==> src/rtl/usb_rx_pkg.sv <==
// Shared types and constants for the USB full-speed receive decoder.
package usb_rx_pkg;

  typedef enum logic [2:0] {IDLE, SYNC, DATA, EOP, ERR} rx_state_t;

  localparam logic [7:0] SYNC_BYTE   = 8'h80;
  localparam int         STUFF_LIMIT = 6;

  // Line states as {d_plus, d_minus}; 2'b11 is illegal on the bus.
  localparam logic [1:0] LINE_J   = 2'b10;
  localparam logic [1:0] LINE_K   = 2'b01;
  localparam logic [1:0] LINE_SE0 = 2'b00;
  localparam logic [1:0] LINE_ILL = 2'b11;

endpackage

==> src/rtl/usb_rx_bit_timer.sv <==
// Bit-period timer; resynchronises to data edges and strobes at mid-bit.
module usb_rx_bit_timer #(
  parameter int CLKS_PER_BIT = 8,
  parameter int SAMPLE_PT    = 3
) (
  input  logic clk,
  input  logic n_rst,
  input  logic enable,
  input  logic resync,
  output logic sample_strb
);

  localparam int CW = (CLKS_PER_BIT > 1) ? $clog2(CLKS_PER_BIT) : 1;

  logic [CW-1:0] count;

  always_ff @(posedge clk or negedge n_rst) begin
    if (!n_rst) begin
      count <= '0;
    end else if (resync) begin
      count <= '0;
    end else if (enable) begin
      count <= (count == CW'(CLKS_PER_BIT - 1)) ? '0 : count + 1'b1;
    end
  end

  assign sample_strb = enable && (count == CW'(SAMPLE_PT));

endmodule

==> src/rtl/usb_rx_decoder.sv <==
// USB full-speed receive decoder: NRZI decode, unstuffing, SYNC/EOP detection
// and LSB-first byte assembly feeding the receive FIFO.
module usb_rx_decoder
  import usb_rx_pkg::*;
#(
  parameter int CLKS_PER_BIT = 8,
  parameter int SAMPLE_PT    = 3,
  parameter int MAX_BYTES    = 64
) (
  input  logic       clk,
  input  logic       n_rst,
  input  logic       d_plus_sync,
  input  logic       d_minus_sync,
  input  logic       full,
  output logic       w_enable,
  output logic [7:0] w_data,
  output logic       rcving,
  output logic       rx_done,
  output logic       r_error
);

  localparam int BW = $clog2(MAX_BYTES + 1);

  rx_state_t     state;
  logic          d_plus_prev;
  logic          nrzi_prev;
  logic [2:0]    ones_cnt;
  logic [2:0]    bit_cnt;
  logic [7:0]    shift_reg;
  logic [BW-1:0] byte_cnt;
  logic          se0_seen;

  logic       sample_strb;
  logic [1:0] line;
  logic       bit_val;
  logic [7:0] byte_next;

  assign line      = {d_plus_sync, d_minus_sync};
  assign bit_val   = (d_plus_sync == nrzi_prev);
  assign byte_next = {bit_val, shift_reg[7:1]};

  usb_rx_bit_timer #(
    .CLKS_PER_BIT(CLKS_PER_BIT),
    .SAMPLE_PT   (SAMPLE_PT)
  ) u_bit_timer (
    .clk        (clk),
    .n_rst      (n_rst),
    .enable     (state != IDLE),
    .resync     (d_plus_sync ^ d_plus_prev),
    .sample_strb(sample_strb)
  );

  always_ff @(posedge clk or negedge n_rst) begin
    if (!n_rst) begin
      state       <= IDLE;
      d_plus_prev <= 1'b1;
      nrzi_prev   <= 1'b1;
      ones_cnt    <= '0;
      bit_cnt     <= '0;
      shift_reg   <= '0;
      byte_cnt    <= '0;
      se0_seen    <= 1'b0;
      w_enable    <= 1'b0;
      w_data      <= '0;
      rcving      <= 1'b0;
      rx_done     <= 1'b0;
      r_error     <= 1'b0;
    end else begin
      w_enable    <= 1'b0;
      rx_done     <= 1'b0;
      d_plus_prev <= d_plus_sync;
      case (state)
        IDLE: begin
          nrzi_prev <= 1'b1;
          ones_cnt  <= '0;
          bit_cnt   <= '0;
          byte_cnt  <= '0;
          se0_seen  <= 1'b0;
          if (d_plus_prev && !d_plus_sync) begin
            state   <= SYNC;
            rcving  <= 1'b1;
            r_error <= 1'b0;
          end
        end
        SYNC, DATA: begin
          if (sample_strb) begin
            if (line == LINE_SE0) begin
              // SE0 is only a clean EOP on a byte boundary after real data.
              if (state == DATA && bit_cnt == 3'd0 && byte_cnt != '0) begin
                state <= EOP;
              end else begin
                state   <= ERR;
                r_error <= 1'b1;
              end
            end else if (line == LINE_ILL) begin
              state   <= ERR;
              r_error <= 1'b1;
            end else begin
              nrzi_prev <= d_plus_sync;
              if (ones_cnt == 3'(STUFF_LIMIT)) begin
                if (bit_val) begin
                  state   <= ERR;
                  r_error <= 1'b1;
                end else begin
                  ones_cnt <= '0;
                end
              end else begin
                ones_cnt  <= bit_val ? ones_cnt + 3'd1 : 3'd0;
                shift_reg <= byte_next;
                bit_cnt   <= bit_cnt + 3'd1;
                if (bit_cnt == 3'd7) begin
                  if (state == SYNC) begin
                    if (byte_next == SYNC_BYTE) begin
                      state <= DATA;
                    end else begin
                      state   <= ERR;
                      r_error <= 1'b1;
                    end
                  end else if (full || byte_cnt == BW'(MAX_BYTES)) begin
                    state   <= ERR;
                    r_error <= 1'b1;
                  end else begin
                    w_enable <= 1'b1;
                    w_data   <= byte_next;
                    byte_cnt <= byte_cnt + 1'b1;
                  end
                end
              end
            end
          end
        end
        EOP: begin
          if (sample_strb) begin
            if (line == LINE_J) begin
              rx_done <= 1'b1;
              rcving  <= 1'b0;
              state   <= IDLE;
            end else if (line != LINE_SE0) begin
              state   <= ERR;
              r_error <= 1'b1;
            end
          end
        end
        ERR: begin
          // Leave only after an SE0 sample directly followed by a J sample.
          if (sample_strb) begin
            se0_seen <= (line == LINE_SE0);
            if (line == LINE_J && se0_seen) begin
              rcving <= 1'b0;
              state  <= IDLE;
            end
          end
        end
        default: state <= IDLE;
      endcase
    end
  end

endmodule

==> config.mk <==
export PLATFORM = sky130hd
export DESIGN_NAME = usb_rx_decoder
export DESIGN_NICKNAME = d
export VERILOG_FILES = /design/src/rtl/usb_rx_pkg.sv /design/src/rtl/usb_rx_bit_timer.sv /design/src/rtl/usb_rx_decoder.sv
export SDC_FILE = /design/constraint.sdc
export NUM_CORES = 1
export LEC_CHECK = 0
export CAP_MARGIN = 15
export CORE_MARGIN = 2
export CORE_UTILIZATION = 45
export CTS_CLUSTER_DIAMETER = 100
export CTS_CLUSTER_SIZE = 16
export DETAILED_ROUTE_END_ITERATION = 8
export GPL_TIMING_DRIVEN = 0
export PLACE_DENSITY = 0.64
export REMOVE_ABC_BUFFERS = 1
export SYNTH_ARGS = -nofsm -noshare
export SYNTH_HDL_FRONTEND = slang
export SYNTH_SLANG_ARGS = --single-unit
==> constraint.sdc <==
create_clock -name clk -period 2.17 [get_ports clk]
set_clock_uncertainty 0.15 [all_clocks]
set_input_delay 0.434 -clock clk [delete_from_list [all_inputs] [get_ports clk]]
set_output_delay 0.434 -clock clk [all_outputs]
set_load 0.005 [all_outputs]
==> flow_summary.json <==
{
  "status": "finished with violations",
  "violations": "negative setup slack",
  "ios": 17,
  "drt_pass1_iterations": 4,
  "stdcell_count": 325,
  "synth.avg_cell_area_um2": 10.3,
  "setup_viol": 11,
  "startpoint_type": "flop",
  "maxSlewViolCount": 0,
  "drtAntennaViolNets": 0,
  "synth.distinct_cells": 54,
  "synth_top_flop_cell": "dfrtp_1",
  "rsz0062_at_grt": "yes",
  "yosys-top-cells-area": "dfrtp_1 43%, ha_1 8.3%, mux2_1 4.0%",
  "grt_max_degree": 29,
  "die_h_um": 74.8,
  "hold_path.class": "primary input to flop",
  "std_cell_rows": 25,
  "synth_most_common_cell": "dfrtp_1",
  "max_stage_delay_ns": 0.56,
  "drt_wl_total_um": 4890,
  "synthArstFlopShare": 1.00,
  "pre_cts_ws_ns": -1.14,
  "crit_buf_inv": 0,
  "critPathRequiredTime_ns": 2.20,
  "netlist.area_leader.share": 0.433,
  "cap_violations": 0,
  "syn_area_um2": 2250,
  "worstSetupPathType": "flop to flop",
  "grt_antenna_before_repair": 0,
  "clock_latency_ns": 0.30,
  "dp_cells": 297,
  "die-area_um2": 5590,
  "port_buffers": 16,
  "core_region_area_um2": 4790,
  "slew-limit-headroom": 0.611,
  "drive_gt1_frac": 0.341,
  "critPathSlowestCell": "or4_4",
  "syn_inst": 218,
  "hold_violations": 0,
  "synthTopCellsByCount": "39 x dfrtp_1, 24 x nand2_1, 16 x inv_1, 15 x ha_1, 14 x nor2_1",
  "min_from": "d_plus_sync",
  "dpl_cell_area_um2": 2490,
  "initial_core_util": 0.471,
  "ctsLongestPathBuffers": 2,
  "powerDensity_nw_per_um2": 899,
  "worst-path-max-fanout": 3,
  "ys.warnings.count": 0,
  "tightest_slew_ns": 0.580,
  "htree_levels": 2,
  "n_antenna_cell": 0,
  "grt_usage": 0.189,
  "endpoint_kind": "flop",
  "dp_hpwl_um": 3230,
  "synth_largest_area_cell": "dfrtp_1",
  "synth_seq_cells": 41,
  "wl_per_cell_um": 15.0,
  "cts_tree": "yes",
  "n_fill_cell": 392,
  "grt_pass1_vias": 1687,
  "p_leak_nw": 1.31,
  "largest_reg_flops": 8,
  "final-seq-area_um2": 1030,
  "cp-startpoint": "byte_cnt[2]$_DFFE_PN0P_",
  "cts_made_buffers": 5,
  "ir_drop_uv": 509,
  "layout_min_cycle_time_ns": 2.24,
  "grt_pass1_wl_um": 7930,
  "fmax_mhz": 446,
  "clkTransAtPathRegs_ns": 0.08,
  "cp.arrival_ns": 2.28,
  "yosysSeqAreaShare": 0.456,
  "vias": 1713,
  "gp_congestion": 0.852,
  "drt-vias-per-instance": 5.27,
  "worstPathCellList": "or4_4, or3b_4, a21oi_2, nand4_1, mux2_4",
  "cts-root-buf": "clkbuf_8",
  "area_growth_pct": 32.3,
  "regToRegStartpoint": "byte_cnt[2]$_DFFE_PN0P_",
  "fin_area_um2": 2980,
  "drc": 0,
  "setup_ws_ns": -0.0722,
  "crit_family": "simple AND/OR/NAND/NOR gates",
  "drtIter0Drc": 87,
  "post-route-period-util": 1.03,
  "dieWidth_um": 74.8,
  "grt_overflow": 0,
  "cts.sinks": 41,
  "layout.nets": 277,
  "multi_input_area_um2": 1310,
  "synth_edf_count": 0
}
cell type report:
class	instances	area share
clock inverter	3	0.0231
timing repair buffer	38	0.118
sequential	41	0.347
multi-input combinational	154	0.439
inverter	17	0.0223
clock buffer	5	0.0231
tap	67	0.0281
routing by layer:
| metal | GRT usage | up-vias | part of all wire |
|---|---|---|---|
| met3 | 0.0402 | 5 | 0.028 |
| met2 | 0.307 | 17 | 0.50 |
| met5 | 0 | - | 0 |
| li1 | - | 852 | - |
| met4 | 0.0615 | 0 | 0.0084 |
| met1 | 0.254 | 839 | 0.46 |
per-stage QoR:
step                      setup TNS (ns)  power, mW   util  hold slack (ns)
final                             -0.325       2.68  0.623            0.253
after global routing               -1.80       2.84  0.623            0.257
after detailed placement          -29.89       1.76  0.520            0.213
after floorplan                    -4.56       1.52      -          -0.0116
after global placement            -55.34       1.74  0.516            0.323
after CTS                         -0.191       2.66  0.598            0.239
layout by cell type (no fill, tap or decap), types with 3 or more instances in the layout:
cell type	n
and2_1	3
dfrtp_1	37
inv_1	15
buf_6	4
ha_1	11
buf_4	16
o21ai_0	8
clkdlybuf4s50_1	13
o21ai_2	4
nor3_1	5
nand2_1	23
nand3_1	3
nor2_1	13
mux2_4	8
xnor2_1	3
nand4_1	3
mux2_2	8
clkbuf_8	5
a21oi_1	8
path summary, 6_finish.rpt:
| kind | slack, ns | cells past startpoint | to |
|---|---|---|---|
| min in group asynchronous | 0.42 | 2 | rx_done$_DFF_PN0_ |
| worst max-delay path | -0.07 | 5 | r_error$_DFFE_PN0P_ |
| worst min register to register | 0.34 | 2 | w_data[6]$_DFFE_PN0P_ |
| max in group asynchronous | 0.93 | 3 | nrzi_prev$_DFFE_PN1P_ |
| worst min-delay path | 0.25 | 1 | d_plus_prev$_DFF_PN1_ |
| worst max register to register | -0.07 | 5 | r_error$_DFFE_PN0P_ |
cells by family after synthesis:
kind of cell | Yosys count | share of synthesized area
XOR/XNOR | 5 | 0.0194
AO/OA/AOI/OAI | 46 | 0.145
multiplexers | 18 | 0.0888
buffers and inverters | 23 | 0.0416
adder cells (fa/ha/maj) | 16 | 0.0877
AND/OR/NAND/NOR | 69 | 0.161
flip-flops | 41 | 0.456
worst register-to-register path: stages (launching register included):
cell and delay (ns):
dfrtp_2 0.41, or4_4 0.56, or3b_4 0.41, a21oi_2 0.12, nand4_1 0.15, mux2_4 0.34
power by group:
part	leakage (nW)	switching, mW	internal [mW]
sequential	0.548	0.153	0.866
clock	0.0687	0.278	0.463
combinational	0.695	0.502	0.418
total	1.31	0.933	1.75
what timing repair did:
item	in CTS	in global routing
gates resized for setup	37	21
setup buffers	13	6
hold endpoints to repair	13	0
hold buffers	1	0
pin swaps	12	7
setup endpoints to repair	34	27
(Power assumes the default switching activity.)
